**src/rtl/pll_phase_ctrl.sv**
```systemverilog
// Drives the ECP5 PLL dynamic phase-shift port and supervises PLL lock.
// Downstream reset is released only after the synchronised lock has been stable long enough.
module pll_phase_ctrl #(
    parameter int LOCK_STABLE_CYCLES = 1024,
    parameter int STEP_SETUP         = 4,
    parameter int STEP_PULSE         = 4,
    parameter int STEP_GAP           = 8,
    parameter int CNT_W              = 8
) (
    input  logic             clk_i,
    input  logic             reset,
    input  logic             pll_locked_i,
    input  logic             req_valid,
    output logic             req_ready,
    input  logic [1:0]       req_sel,
    input  logic             req_dir,
    input  logic [CNT_W-1:0] req_steps,
    output logic [1:0]       phasesel_o,
    output logic             phasedir_o,
    output logic             phasestep_o,
    output logic             phaseloadreg_o,
    output logic             busy_o,
    output logic             done_o,
    output logic             abort_o,
    output logic             lock_ok_o,
    output logic             sys_reset_o
);

    localparam int LCK_W = $clog2(LOCK_STABLE_CYCLES + 1);
    localparam int TMR_W = $clog2(STEP_SETUP + STEP_PULSE + STEP_GAP + 1);
    localparam logic [LCK_W-1:0] LOCK_MAX = LCK_W'(LOCK_STABLE_CYCLES);

    typedef enum logic [2:0] {
        ST_WAIT_LOCK = 3'd0,
        ST_IDLE      = 3'd1,
        ST_SETUP     = 3'd2,
        ST_PULSE     = 3'd3,
        ST_GAP       = 3'd4
    } state_t;

    logic             lk_meta_q, lk_s_q;
    logic [LCK_W-1:0] lock_cnt_q, lock_cnt_d;
    logic             lock_ok_q, sys_reset_q;

    state_t           state_q, state_d;
    logic [TMR_W-1:0] timer_q, timer_d;
    logic [CNT_W-1:0] rem_q, rem_d;
    logic [1:0]       sel_q, sel_d;
    logic             dir_q, dir_d;
    logic             accept_s;

    logic req_ready_q, req_ready_d;
    logic busy_q, busy_d;
    logic step_q, step_d;
    logic done_q, done_d;
    logic abort_q, abort_d;

    // Lock stability counter: counts synced-lock cycles, saturating, cleared by any low sample
    always_comb begin
        lock_cnt_d = lock_cnt_q;
        if (!lk_s_q) begin
            lock_cnt_d = '0;
        end else if (lock_cnt_q == LOCK_MAX) begin
            lock_cnt_d = lock_cnt_q;
        end else begin
            lock_cnt_d = lock_cnt_q + LCK_W'(1);
        end
    end

    // Lock synchroniser, stability flag and downstream reset
    always_ff @(posedge clk_i) begin
        if (reset) begin
            lk_meta_q   <= 1'b0;
            lk_s_q      <= 1'b0;
            lock_cnt_q  <= '0;
            lock_ok_q   <= 1'b0;
            sys_reset_q <= 1'b1;
        end else begin
            lk_meta_q   <= pll_locked_i;
            lk_s_q      <= lk_meta_q;
            lock_cnt_q  <= lock_cnt_d;
            lock_ok_q   <= (lock_cnt_d == LOCK_MAX);
            sys_reset_q <= ~lock_ok_q;
        end
    end

    // FSM state, datapath and registered outputs
    always_ff @(posedge clk_i) begin
        if (reset) begin
            state_q     <= ST_WAIT_LOCK;
            timer_q     <= '0;
            rem_q       <= '0;
            sel_q       <= 2'd0;
            dir_q       <= 1'b0;
            req_ready_q <= 1'b0;
            busy_q      <= 1'b0;
            step_q      <= 1'b0;
            done_q      <= 1'b0;
            abort_q     <= 1'b0;
        end else begin
            state_q     <= state_d;
            timer_q     <= timer_d;
            rem_q       <= rem_d;
            sel_q       <= sel_d;
            dir_q       <= dir_d;
            req_ready_q <= req_ready_d;
            busy_q      <= busy_d;
            step_q      <= step_d;
            done_q      <= done_d;
            abort_q     <= abort_d;
        end
    end

    assign accept_s = req_valid & req_ready_q;

    // Next-state logic: lock loss while busy overrides normal sequencing
    always_comb begin
        state_d = state_q;
        timer_d = timer_q;
        rem_d   = rem_q;
        sel_d   = sel_q;
        dir_d   = dir_q;
        case (state_q)
            ST_WAIT_LOCK: begin
                if (lock_ok_q) begin
                    state_d = ST_IDLE;
                end else begin
                    state_d = ST_WAIT_LOCK;
                end
            end
            ST_IDLE: begin
                if (accept_s) begin
                    sel_d   = req_sel;
                    dir_d   = req_dir;
                    rem_d   = req_steps;
                    timer_d = '0;
                    if (req_steps == '0) begin
                        state_d = ST_IDLE;
                    end else begin
                        state_d = ST_SETUP;
                    end
                end else if (!lock_ok_q) begin
                    state_d = ST_WAIT_LOCK;
                end else begin
                    state_d = ST_IDLE;
                end
            end
            ST_SETUP: begin
                if (!lock_ok_q) begin
                    state_d = ST_WAIT_LOCK;
                    rem_d   = '0;
                end else if (timer_q == TMR_W'(STEP_SETUP - 1)) begin
                    state_d = ST_PULSE;
                    timer_d = '0;
                end else begin
                    timer_d = timer_q + TMR_W'(1);
                end
            end
            ST_PULSE: begin
                if (!lock_ok_q) begin
                    state_d = ST_WAIT_LOCK;
                    rem_d   = '0;
                end else if (timer_q == TMR_W'(STEP_PULSE - 1)) begin
                    state_d = ST_GAP;
                    timer_d = '0;
                end else begin
                    timer_d = timer_q + TMR_W'(1);
                end
            end
            ST_GAP: begin
                if (!lock_ok_q) begin
                    state_d = ST_WAIT_LOCK;
                    rem_d   = '0;
                end else if (timer_q == TMR_W'(STEP_GAP - 1)) begin
                    timer_d = '0;
                    rem_d   = rem_q - CNT_W'(1);
                    if (rem_q == CNT_W'(1)) begin
                        state_d = ST_IDLE;
                    end else begin
                        state_d = ST_PULSE;
                    end
                end else begin
                    timer_d = timer_q + TMR_W'(1);
                end
            end
            default: begin
                state_d = ST_WAIT_LOCK;
                timer_d = '0;
                rem_d   = '0;
            end
        endcase
    end

    // Output decode from the upcoming state so every output leaves a flop
    always_comb begin
        req_ready_d = (state_d == ST_IDLE);
        busy_d      = (state_d == ST_SETUP) || (state_d == ST_PULSE) || (state_d == ST_GAP);
        step_d      = (state_d == ST_PULSE);
        if ((state_q == ST_IDLE) && accept_s && (req_steps == '0)) begin
            done_d = 1'b1;
        end else if ((state_q == ST_GAP) && (state_d == ST_IDLE)) begin
            done_d = 1'b1;
        end else begin
            done_d = 1'b0;
        end
        if (busy_q && (state_d == ST_WAIT_LOCK)) begin
            abort_d = 1'b1;
        end else begin
            abort_d = 1'b0;
        end
    end

    assign req_ready      = req_ready_q;
    assign phasesel_o     = sel_q;
    assign phasedir_o     = dir_q;
    assign phasestep_o    = step_q;
    assign phaseloadreg_o = 1'b0;
    assign busy_o         = busy_q;
    assign done_o         = done_q;
    assign abort_o        = abort_q;
    assign lock_ok_o      = lock_ok_q;
    assign sys_reset_o    = sys_reset_q;

endmodule

```
**config.mk**
```make
export PLATFORM = sky130hd
export DESIGN_NAME = pll_phase_ctrl
export DESIGN_NICKNAME = d
export VERILOG_FILES = /design/src/rtl/pll_phase_ctrl.sv
export SDC_FILE = /design/constraint.sdc
export NUM_CORES = 1
export LEC_CHECK = 0
export CAP_MARGIN = 20
export CORE_MARGIN = 10
export CORE_UTILIZATION = 47
export CTS_CLUSTER_DIAMETER = 60
export DETAILED_ROUTE_END_ITERATION = 8
export DONT_BUFFER_PORTS = 1
export GPL_TIMING_DRIVEN = 0
export SETUP_SLACK_MARGIN = 0.05
export SYNTH_ARGS = -nofsm -noshare
export SYNTH_HDL_FRONTEND = slang
export SYNTH_SLANG_ARGS = --single-unit
```
**constraint.sdc**
```tcl
create_clock -name clk_i -period 2.8 [get_ports clk_i]
set_clock_uncertainty 0.1 [all_clocks]
set_input_delay 0.28 -clock clk_i [delete_from_list [all_inputs] [get_ports clk_i]]
set_output_delay 0.28 -clock clk_i [all_outputs]
set_load 0.005 [all_outputs]
```
# == Word-level counts from Yosys, hierarchy flattened ==
# Index checks and enable logic that the tools add are counted.
# totals
regBits,39
in_bits,15
elab_cells,79
# classes
n_addsub,3
eq_ne,18
n_mux,27
bitwise_logic,3
reduce_logical,13
# ops
cell,n
$mux W8,4
$pmux W8 S4,1
$mux W5,5
$eq A11 B11 Y1 const B,2
$mux W11,2
$mux W3,7
$pmux W5 S4,1
$pmux W3 S5,1
$eq A3 B2 Y1 const B,4
$add A11 B1 Y11 const B,1
$eq A8 B1 Y1 const B,1
$logic_not A8 Y1,1
$reduce_and A4 Y1,2
$sub A8 B1 Y8 const B,1
$eq A3 B1 Y1 const B,2
$eq A3 B3 Y1 const B,2
$logic_not A3 Y1,2
$ne A2 B2 Y1 const B,3
$add A5 B1 Y5 const B,1
$eq A5 B2 Y1 const B,1
$eq A5 B3 Y1 const B,1
$logic_and A1 B1 Y1,4
$mux W1,4
$mux W2,2
7 further kinds,9

# == Logic depth before layout (Yosys ltp) ==
# depth
ltp_word,9
depth_mapped,7

# == Worst setup path after synthesis ==
# No wires, ideal clock.
# synth_path
kind,reg-to-reg
from,reg rem_q[0]
to,reg rem_q[6]
setup_ns,0.133
t_arrival_ns,1.618
required_time_ns,2.567
setup_slack_ns,0.949
path_stages_with_launch,8
cell_sequence,dfxtp_1 > inv_1 > ha_1 > or3b_2 > nor3_1 > xor2_1 > a221oi_1 > nor3_1
# synth_via
elab_chain_cells,4
# synth_lines
item,line_no,text
start: declaration,47,"logic [CNT_W-1:0] rem_q, rem_d;"
start signal: assignment,103,rem_q <= rem_d;
$sub A8 B1 Y8,176,rem_d = rem_q - CNT_W'(1);
$mux W8,174,end else if (timer_q == TMR_W'(STEP_GAP - 1)) begin
$mux W8,171,if (!lock_ok_q) begin
$pmux W8 S4,123,case (state_q)
# No other way between the ends. The select of a mux whose other input is x is not followed.
# A chain may end at the register's enable or synchronous reset.

# == Worst setup path after layout ==
# layout_path
from,reg timer_q[0]
to,reg abort_q (netlist: abort_o)
# layout_via
elab_chain_cells,7
# layout_lines
item,line_no,text
start: declaration,46,"logic [TMR_W-1:0] timer_q, timer_d;"
start signal: assignment,102,timer_q <= timer_d;
$eq A5 B3 Y1 or $eq A5 B2 Y1 (tied branches),"174, 152, 163",
"$mux W3, on equally long branches","174, 152, 163",
"$mux W3, on equally long branches","171, 149, 160",
$pmux W3 S5 *,123,
$logic_not A3 Y1 *,206,if (busy_q && (state_d == ST_WAIT_LOCK)) begin
$logic_and A1 B1 Y1 *,206,
$mux W1 *,206,
end signal: assignment,110,abort_q <= abort_d;
end: declaration,56,"logic abort_q, abort_d;"
# Mark *: on every way between the ends. The rest lies on a longest branch, timed or not.

==> flow_summary.json <==
{
  "post-route-drc-count": 0,
  "clock-root-buffer": "clkbuf_8",
  "setup_tns_ps": 0,
  "route.antenna.remaining_nets": 0,
  "place_hpwl_um": 3470,
  "grt_antenna_before_repair": 0,
  "leakage_nw": 0.737,
  "status": "finished, final reports clean",
  "critPathRequiredTime_ps": 2940,
  "cts_tree": "yes",
  "synth_top_family_by_area": "simple AND/OR/NAND/NOR gates",
  "tightestPinTransition_ps": 590,
  "ys_warn_count": 0,
  "design_area_um2": 2270,
  "post_dp_cell_area_um2": 2130,
  "crit_arrival_ps": 2300,
  "grt_pass1_vias": 1582,
  "viasPerCell": 5.69,
  "setup_viol": 0,
  "grt_pass1_wl_um": 7900,
  "maxSlewHeadroom": 0.604,
  "synth-async-reset-ratio": 0,
  "synth-simple-area-share": 0.287,
  "r2r_setup_slack_ps": 650,
  "hold_violations": 0,
  "timing.final.ws_setup_ps": 646,
  "drv_slew": 0,
  "io_pins": 26,
  "synthAdderAreaFrac": 0.0303,
  "cts_buffers": 5,
  "finalPower_w": 0.00105,
  "coreArea_um2": 4290,
  "min_period_over_period": 0.769,
  "wl_per_cell_um": 15.2,
  "cts.sinks": 39,
  "htreeDepth": 2,
  "syn2layout_area_growth_pct": 10.1,
  "gr-total-overflow": 0,
  "firstDrtPassIters": 4,
  "synthXorXnorAreaFrac": 0.0467,
  "finalNetCount": 280,
  "drt_iter0_markers": 142,
  "cp_max_fo": 5,
  "hp-class": "primary input to flop",
  "initial_core_util": 0.481,
  "grt_max_degree": 14,
  "io_buffers": 0,
  "crit_type": "flop to flop",
  "wl_um": 4760,
  "post-synth-top-area-fraction": 0.378,
  "crit_buf_inv": 0,
  "synth_edf_count": 0,
  "layout-drive-gt1-share": 0.103,
  "clkLatencyLatePin_ps": 300,
  "syn_area_um2": 2060,
  "vias": 1781,
  "yosysSeqAreaShare": 0.378,
  "synth_cells": 250,
  "diodes": 0,
  "slowest_delay_ps": 450,
  "yosys-mux-area-fraction": 0.0152,
  "preCtsSetupSlack_ps": 680,
  "synth_top_area_cell": "dfxtp_1",
  "cts_buffer_depth": 2,
  "rsz0062_at_grt": "no",
  "peakVddDrop_mv": 0.318,
  "worstSetupStartpointType": "flop",
  "holdWs_ps": 5.87,
  "grt_use_total": 0.132,
  "die_h_um": 86.3,
  "die_w_um": 86.3,
  "path_cells": "ha_1 -> nor4b_2 -> a21oi_1 -> a211oi_1 -> nor2_1 -> and4b_1",
  "ys.flop_type": "dfxtp_1",
  "synth.distinct_cells": 58,
  "postCtsResizedCells": 0,
  "syn_nets": 270,
  "routabilityCongestion": 0.810,
  "end_kind": "flop",
  "ys_ff_latch": 39,
  "synth_area_leaders": "dfxtp_1 38%, nor2_1 5.3%, nand2_1 4.9%",
  "period_minus_slack_ps": 2150,
  "power.density_nw_per_um2": 462,
  "synth-compound-area-share": 0.195,
  "critPathSlowestCell": "nor4b_2",
  "fmax_mhz": 464,
  "cts.reportedPaths.clkPinSlew_ps": 80,
  "rows": 24,
  "avgSynthCellArea_um2": 8.26,
  "die_area_um2": 7440,
  "cp_top_family": "simple AND/OR/NAND/NOR gates",
  "cap_violations": 0
}
==> layer usage <==
layer | vias to the layer above | track usage | share of wire | wire, µm
met3 | 9 | 0.0507 | 0.083 | 397
met5 | - | 0 | 0 | 0
met4 | 0 | 0.0530 | 0.017 | 79
li1 | 915 | - | - | -
met1 | 802 | 0.158 | 0.44 | 2090
met2 | 55 | 0.208 | 0.46 | 2200
==> kinds of logic after synthesis <==
logic type | after synthesis
AO/OA/AOI/OAI | 60
XOR/XNOR | 11
adder cells (fa/ha/maj) | 5
buffers and inverters | 21
flip-flops | 39
multiplexers | 3
other | 1
AND/OR/NAND/NOR | 110
==> final timing paths <==
path,from,to,depth (start not counted)
max,timer_q[0],abort_o,6
min,req_sel[1],phasesel_o[1],2
max reg2reg,timer_q[0],abort_o,6
min reg2reg,lk_meta_q,lk_s_q,1
==> cells in the mapped netlist (all sizes together), types with 3 or more instances <==
master and count:
dfxtp 39, nor2 29, nand2 27, a21oi 21, inv 11, nor3 11
o21ai 11, nand3 7, clkbuf 6, nand2b 6, xor2 6, ha 5
nor4 5, xnor2 5, a211oi 4, a31oi 4, buf 4, nor2b 4
a21o 3, nor3b 3, nor4b 3
==> sequential cells by signal, summed over array words and instances, names as in the netlist <==
name,flops
timer_q,5
rem_q,8
sys_reset_o,1
req_ready,1
phasestep_o,1
state_q,3
abort_o,1
busy_o,1
lk_meta_q,1
phasedir_o,1
done_o,1
lock_cnt_q,11
phasesel_o,2
lk_s_q,1
lock_ok_o,1
==> placed cells by master (no fill, tap or decap), types with 3 or more instances in the layout <==
cell type and count:
nor2_1 29, dlygate4sd3_1 3, dfxtp_1 39, clkbuf_1 6, o21ai_0 10, nor2b_1 4
nand3_1 6, nor3_1 11, inv_1 10, nand2b_1 6, nor4_1 4, nand2_1 27
xor2_1 6, xnor2_1 5, a211oi_1 4, a31oi_1 4, a21oi_1 19, clkbuf_8 5
ha_1 5, a21o_1 3
==> worst register-to-register path: stages (launching register included) <==
cell and delay [ps]:
dfxtp_1 400, ha_1 270, nor4b_2 450, a21oi_1 160, a211oi_1 370, nor2_1 90
and4b_1 260
==> final cells by class <==
class	count	area [µm²]
Timing Repair Buffer	3	30.0
Fill cell	418	2020
Sequential cell	39	781
Multi-Input combinational cell	190	1190
Tap cell	52	65.1
Buffer	10	53.8
Clock buffer	5	68.8
Inverter	11	41.3
Clock inverter	3	43.8
==> where the power goes <==
group          switching (W)  internal [W]  leakage [nW]  total (W)
Clock               0.000209      0.000265        0.0581   0.000474
Combinational      0.0000107    0.00000818         0.364  0.0000189
Sequential        0.00000111      0.000556         0.315   0.000557
Total               0.000221      0.000829         0.737    0.00105
==> repair_timing <==
item,in CTS,in global routing
endpoints found under the hold margin,2,1
endpoints found under the setup margin,0,0
hold buffers,2,1
setup buffers,0,0
==> per-stage QoR <==
| stage | cells | util |
|---|---|---|
| after floorplan | 250 | - |
| after global placement | 302 | 0.496 |
| after detailed placement | 302 | 0.496 |
| after CTS | 312 | 0.527 |
| after global routing | 313 | 0.529 |
| final | 313 | 0.529 |
Note: power is estimated with default switching activity, not from simulation.
